<file path="src/rtl/display_scan.sv">
// Time-multiplexed driver for an 8x8 red/green LED matrix and an 8-digit 7-segment display.
// Inputs are snapshotted once per frame; every output is registered and blanked at the start of each slot.
module display_scan #(
   parameter int DIV   = 1000,
   parameter int BLANK = 16
) (
   input  logic         clk,
   input  logic         rst,
   input  logic [127:0] matrixData,
   input  logic [31:0]  numbersData,
   output logic [7:0]   row,
   output logic [7:0]   colR,
   output logic [7:0]   colG,
   output logic [7:0]   seg,
   output logic [7:0]   digSel,
   output logic         frameStart
);

   localparam int CW = (DIV > 1) ? $clog2(DIV) : 1;

   logic [CW-1:0]  cnt;
   logic [2:0]     slot;
   logic [127:0]   snapMat;
   logic [31:0]    snapNum;
   logic           load;
   logic [3:0]     dig;
   logic [7:0]     rowN, colRN, colGN, segN, digN;

   assign load = (cnt == '0) && (slot == '0);

   always_comb begin
      dig   = snapNum[{slot, 2'b00} +: 4];
      rowN  = '0;
      colRN = '1;
      colGN = '1;
      segN  = '0;
      digN  = '1;
      if (cnt >= CW'(BLANK)) begin
         rowN = 8'(1) << slot;
         digN = ~rowN;
         // pixel p = slot*8+c occupies bits {p,1} (red) and {p,0} (green)
         for (int c = 0; c < 8; c++) begin
            colRN[c] = ~snapMat[{slot, 3'(c), 1'b1}];
            colGN[c] = ~snapMat[{slot, 3'(c), 1'b0}];
         end
         case (dig)
            4'h0:    segN = 8'h3F;
            4'h1:    segN = 8'h06;
            4'h2:    segN = 8'h5B;
            4'h3:    segN = 8'h4F;
            4'h4:    segN = 8'h66;
            4'h5:    segN = 8'h6D;
            4'h6:    segN = 8'h7D;
            4'h7:    segN = 8'h07;
            4'h8:    segN = 8'h7F;
            4'h9:    segN = 8'h6F;
            4'hA:    segN = 8'h77;
            4'hB:    segN = 8'h7C;
            4'hC:    segN = 8'h39;
            4'hD:    segN = 8'h5E;
            4'hE:    segN = 8'h79;
            default: segN = 8'h00;
         endcase
      end
   end

   always_ff @(posedge clk) begin
      if (rst) begin
         cnt        <= '0;
         slot       <= '0;
         snapMat    <= '0;
         snapNum    <= '1;
         row        <= '0;
         colR       <= '1;
         colG       <= '1;
         seg        <= '0;
         digSel     <= '1;
         frameStart <= 1'b0;
      end else begin
         if (cnt == CW'(DIV - 1)) begin
            cnt  <= '0;
            slot <= slot + 3'd1;
         end else begin
            cnt <= cnt + CW'(1);
         end
         if (load) begin
            snapMat <= matrixData;
            snapNum <= numbersData;
         end
         row        <= rowN;
         colR       <= colRN;
         colG       <= colGN;
         seg        <= segN;
         digSel     <= digN;
         frameStart <= load;
      end
   end

endmodule

</file>
<file path="config.mk">
export PLATFORM = sky130hd
export DESIGN_NAME = display_scan
export DESIGN_NICKNAME = d
export VERILOG_FILES = /design/src/rtl/display_scan.sv
export SDC_FILE = /design/constraint.sdc
export NUM_CORES = 1
export LEC_CHECK = 0
export BUFFER_PORTS_ARGS = -buffer_cell sky130_fd_sc_hd__buf_4
export CAP_MARGIN = 20
export CORE_MARGIN = 2
export CORE_UTILIZATION = 58
export DETAILED_ROUTE_END_ITERATION = 12
export HOLD_SLACK_MARGIN = 0.03
export PLACE_DENSITY_LB_ADDON = 0.08
export REMOVE_ABC_BUFFERS = 1
export SLEW_MARGIN = 20
export SYNTH_ARGS = -nofsm -noshare
export SYNTH_HDL_FRONTEND = slang
export SYNTH_SLANG_ARGS = --single-unit
</file>
<file path="constraint.sdc">
create_clock -name clk -period 4.06 [get_ports clk]
set_input_delay 0 -clock clk [delete_from_list [all_inputs] [get_ports clk]]
set_output_delay 0 -clock clk [all_outputs]
set_load 0.01 [all_outputs]
</file>
After elaboration in Yosys (flattened, before gate mapping)
Memories as Yosys holds them, arrays and structs flattened. A register that Yosys moved wholly into a read port is not among the register bits.
Cells that the tools add are included.
{"block": "totals", "out_inout_bits": 41, "mem_bits_ro": 112, "memories": 1, "elab_cells": 88, "in_bits": 162, "ramBits": 0, "ff_bits": 214, "latch_bits": 0}
{"block": "op_classes", "div": 0, "n_reduce_logical": 5, "multipliers": 0, "mux": 32, "eq_ne": 1, "bitwise_logic": 18, "shift": 2, "order_cmp": 17, "addsub": 2}
{"name": "(name not given)", "words": 16, "word_bits": 7, "rd": 1, "rd_ports_with_merged_regs": 1, "wr": 0, "line_no": "46", "source": "case (dig)"}
{"cell": "$lt 7x8->1 const B", "n": 16}
{"cell": "$bmux 1 s3", "n": 16}
{"cell": "$shiftx 32x6->4", "n": 1}
{"cell": "$not 1->1", "n": 17}
{"cell": "$mux 1", "n": 16}
{"cell": "$add 10x1->10 const B", "n": 1}
{"cell": "$eq 10x10->1 const B", "n": 1}
{"cell": "$ge 10x5->1 const B", "n": 1}
{"cell": "$logic_not 10->1", "n": 1}
{"cell": "$not 8->8", "n": 1}
{"cell": "$shl 1x3->8 const A", "n": 1}
{"cell": "$reduce_or 2->1", "n": 2}
{"cell": "$add 3x1->3 const B", "n": 1}
{"cell": "$logic_not 3->1", "n": 1}
{"cell": "$logic_and 1x1->1", "n": 1}

Logic depth before layout (Yosys ltp)
{"block": "depth", "ltp_word": 3, "ltp_mapped": 12, "mapped_depth_nobuf": 7}

Least setup slack after synthesis
Ideal clock, no wire load.
{"block": "synth_path", "path_kind": "register to register", "startpoint": "register slot[1]", "endpoint": "register snapMat[78]", "stages_incl_launch_ff": 12, "setup_time_ps": 71, "synth_period_minus_slack_ps": 2504, "required_ps": 3989, "arrival_ps": 2434, "slack_ps": 1556, "path_buffers": 6, "path_cell_list": "dfxtp_1 -> clkbuf_2 -> buf_2 -> buf_4 -> buf_2 -> inv_1 -> ha_1 -> nand4_1 -> clkbuf_1 -> clkbuf_1 -> nand2_1 -> a21oi_1"}
{"block": "synth_via", "elab_chain_len": 2}
{"item": "from (decl)", "line_no": "22", "source": "logic [2:0] slot;"}
{"item": "from (signal assigned)", "line_no": "82", "source": "slot <= slot + 3'd1;"}
{"item": "$logic_not 3->1", "line_no": "29", "source": "assign load = (cnt == '0) && (slot == '0);"}
{"item": "$logic_and 1x1->1", "line_no": "29"}
{"item": "to (signal assigned)", "line_no": "87", "source": "snapMat <= matrixData;"}
{"item": "to (decl)", "line_no": "23", "source": "logic [127:0] snapMat;"}
Every way passes these cells.
A chain may end at the register's enable or synchronous reset.

Worst setup path in the final report
{"block": "layout_path", "startpoint": "register cnt[0]", "endpoint": "register snapMat[48]"}
{"block": "layout_via", "elab_chain_len": 2}
{"item": "from (decl)", "line_no": "21", "source": "logic [CW-1:0] cnt;"}
{"item": "from (signal assigned)", "line_no": "84", "source": "cnt <= cnt + CW'(1);"}
{"item": "$logic_not 10->1", "line_no": "29"}
{"item": "$logic_and 1x1->1", "line_no": "29"}
Every way passes these cells.

==> metrics <==
status=finished, final reports clean; CP Data Required Time=4470 ps; via-per-instance ratio=5.73; minimum clock period=3430 ps; Yosys top cell by area=dfxtp_1; initial drt markers=829; crit path launch type=register; top-count cell post-synth=nand2_1; area grow syn2layout=47.0%; delay-heaviest family, CP=simple AND/OR/NAND/NOR gates; fmax=292 MHz; Fill cells=658; Global Route Usage Sum=0.353; CTS tree=done; ratio of cells with drive above 1 in the final layout=0.216; postcts setup bufs=0; IO buf count=201; top area cells in the synthesized netlist=dfxtp_1 49%, nand2_1 17%, mux4_2 10%; power share of the clock group=0.357; Post-synth top cells=392 x nand2_1, 213 x dfxtp_1, 130 x a21oi_1; Reg clk slew, reported paths=70 ps; final net count=1525; switch share=0.266; routed wire length=28900 microns; Initial Utilization=0.596; share of the synthesized area in the top cell type=0.490; clock root buffer=clkbuf_16; Largest stage delay, worst path=940 ps; global-route wire length before repair=45300 microns; worst clock skew=16.6 ps; DRC violations left=0; FFs w/ async S/R, synth=0; leakage power=5.52 nW; initial antenna violation count=2; final worst path period share=0.844; cts repair resizes=0; sw power=0.00135 W; hold_ws=252 ps; Sequential Power Share=0.462; Int Pwr=0.00372 W; max-slew violation count=0; critical-path cell list=inv_1, ha_1, nor4b_1, and4_4, buf_4, nand2_1, a21oi_1, dlygate4sd3_1; Post-synth EDFFs=0; Critical Path Fanout Max=86; Avg Inst Size Synth=8.77 sq um; TritonRoute pass-1 iters=5; Non-Filler Instances=1546; number of CTS-inserted buffers=21; register area share after synthesis=0.490; Slew @ Worst Pin=991 ps; Max VDD drop=0.312 mV; H-Tree Depth=1; setup TNS=0 ps; Final GP Congestion=0.816; Inst Count DP=1313; synth unique cells=41; synthesized instance count=992; DR top layer=met4; met3 WL post-DR=2170 microns; RSZ-0062 raised after global routing=no; Pwr Density=397 nW/um^2; Fin. Hold Viols=0; WP buf/inv=3; DPL Wire Length=12900 microns; Vias=8861; number of hold buffers added after CTS=196; met1 wire length=10200 microns; Worst Hold Class=input pin to register; Die Ht=126 microns; die area=16000 sq um; Die W=126 microns; Clock Path Buffers=3; crit path DAT=3840 ps; DRT antenna net count=0; WL met2=14500 microns; Clock Latency Late Sink=500 ps; total gr overflow=0; Tot Pwr=0.00508 W; Synth Register Bits=213; combinational share of power=0.180; vias in the first global route=9072; Num Clock Sinks=213; maxcap violations=0; Crit Path Class=register to register; cell area after synthesis=8700 sq um; top_reg_cell synth=dfxtp_1; post-DR wirelength/cell=18.7 microns; Synth Warn #=0; IO Pins=203; CORE AREA=14600 sq um; Core Util, Final=0.876; slowest CP cell=and4_4; Critical Path End Type=register; row count=44; Relative slew margins=0.338; # setup viols final=0; pin count of the biggest net entering global routing=87
[final cells by class]
type,instances,area [sq um],share of cell area
diodes,3,7.51,0.000587
clock buffers,32,607,0.0475
clock inverters,2,10.0,0.000783
inverters,20,75.1,0.00587
multi-input cells,685,4030,0.315
flip-flops and latches,213,4270,0.334
well taps,184,230,0.0180
repair buffers,407,3560,0.278
[final timing paths]
path                       startpoint                        to  slack, ps  depth (start not counted)
max                 cnt[0]$_SDFF_PP0_  snapMat[48]$_SDFFE_PP0P_        630                          8
max reg2reg         cnt[0]$_SDFF_PP0_  snapMat[48]$_SDFFE_PP0P_        630                          8
min reg2reg  snapMat[52]$_SDFFE_PP0P_  snapMat[52]$_SDFFE_PP0P_        450                          2
min                   numbersData[28]  snapNum[28]$_SDFFE_PP1P_        250                          4
[cell usage in the layout (no fill, tap or decap), drive strengths merged, types with 4 or more instances in the layout]
master,netlist,layout
nand2,392,392
dfxtp,213,213
buf,30,211
dlygate4sd3,0,196
a21oi,130,130
mux4,40,40
nand3b,32,32
clkbuf,44,32
inv,20,20
nor2,20,20
ha,15,15
mux2i,10,10
xnor2,6,6
nand3,5,5
mux2,4,4
[registers in the layout, summed over array words and instances (netlist names)]
signal and count:
frameStart 1, seg 7, colG 8, colR 8
snapMat 128, snapNum 32, slot 3, digSel 8
row 8, cnt 10
[through the flow]
step / setup WS (ps) / instance area, sq um
detailed placement: 1010 / 10200
floorplan: -1450 / 8360
global placement: 1140 / 10200
finish: 634 / 12800
global route: 453 / 12800
CTS: 831 / 12800
[routing by layer]
metal | vias up | track usage
li1 | 3976 | -
met1 | 4122 | 0.402
met2 | 589 | 0.615
met3 | 174 | 0.0628
met4 | 0 | 0.217
met5 | - | 0
[worst register-to-register path, stage by stage (launching register included)]
cell and delay, ps:
dfxtp_1 340, inv_1 60, ha_1 130, nor4b_1 420, and4_4 940, buf_4 540
nand2_1 110, a21oi_1 180, dlygate4sd3_1 630
[cell families after synthesis]
logic type	count (synthesis)	synth area share
multiplexers	54	0.122
other	1	0.000431
buffers and inverters	94	0.0478
AND/OR/NAND/NOR	468	0.224
XOR/XNOR	9	0.00907
adder cells (fa/ha/maj)	15	0.0216
flip-flops	213	0.490
AO/OA/AOI/OAI	138	0.0847
[power by group through the flow]
stage	clock, W	combinational [W]	sequential (W)
4_1_cts	0.00180	0.000853	0.00233
6_report	0.00181	0.000915	0.00235
3_3_place_gp	0	0.000667	0.00237
2_1_floorplan	0	0.000467	0.00235
3_5_place_dp	0	0.000681	0.00237
5_1_grt	0.00191	0.000988	0.00236
Note: power is estimated with default switching activity, not from simulation.
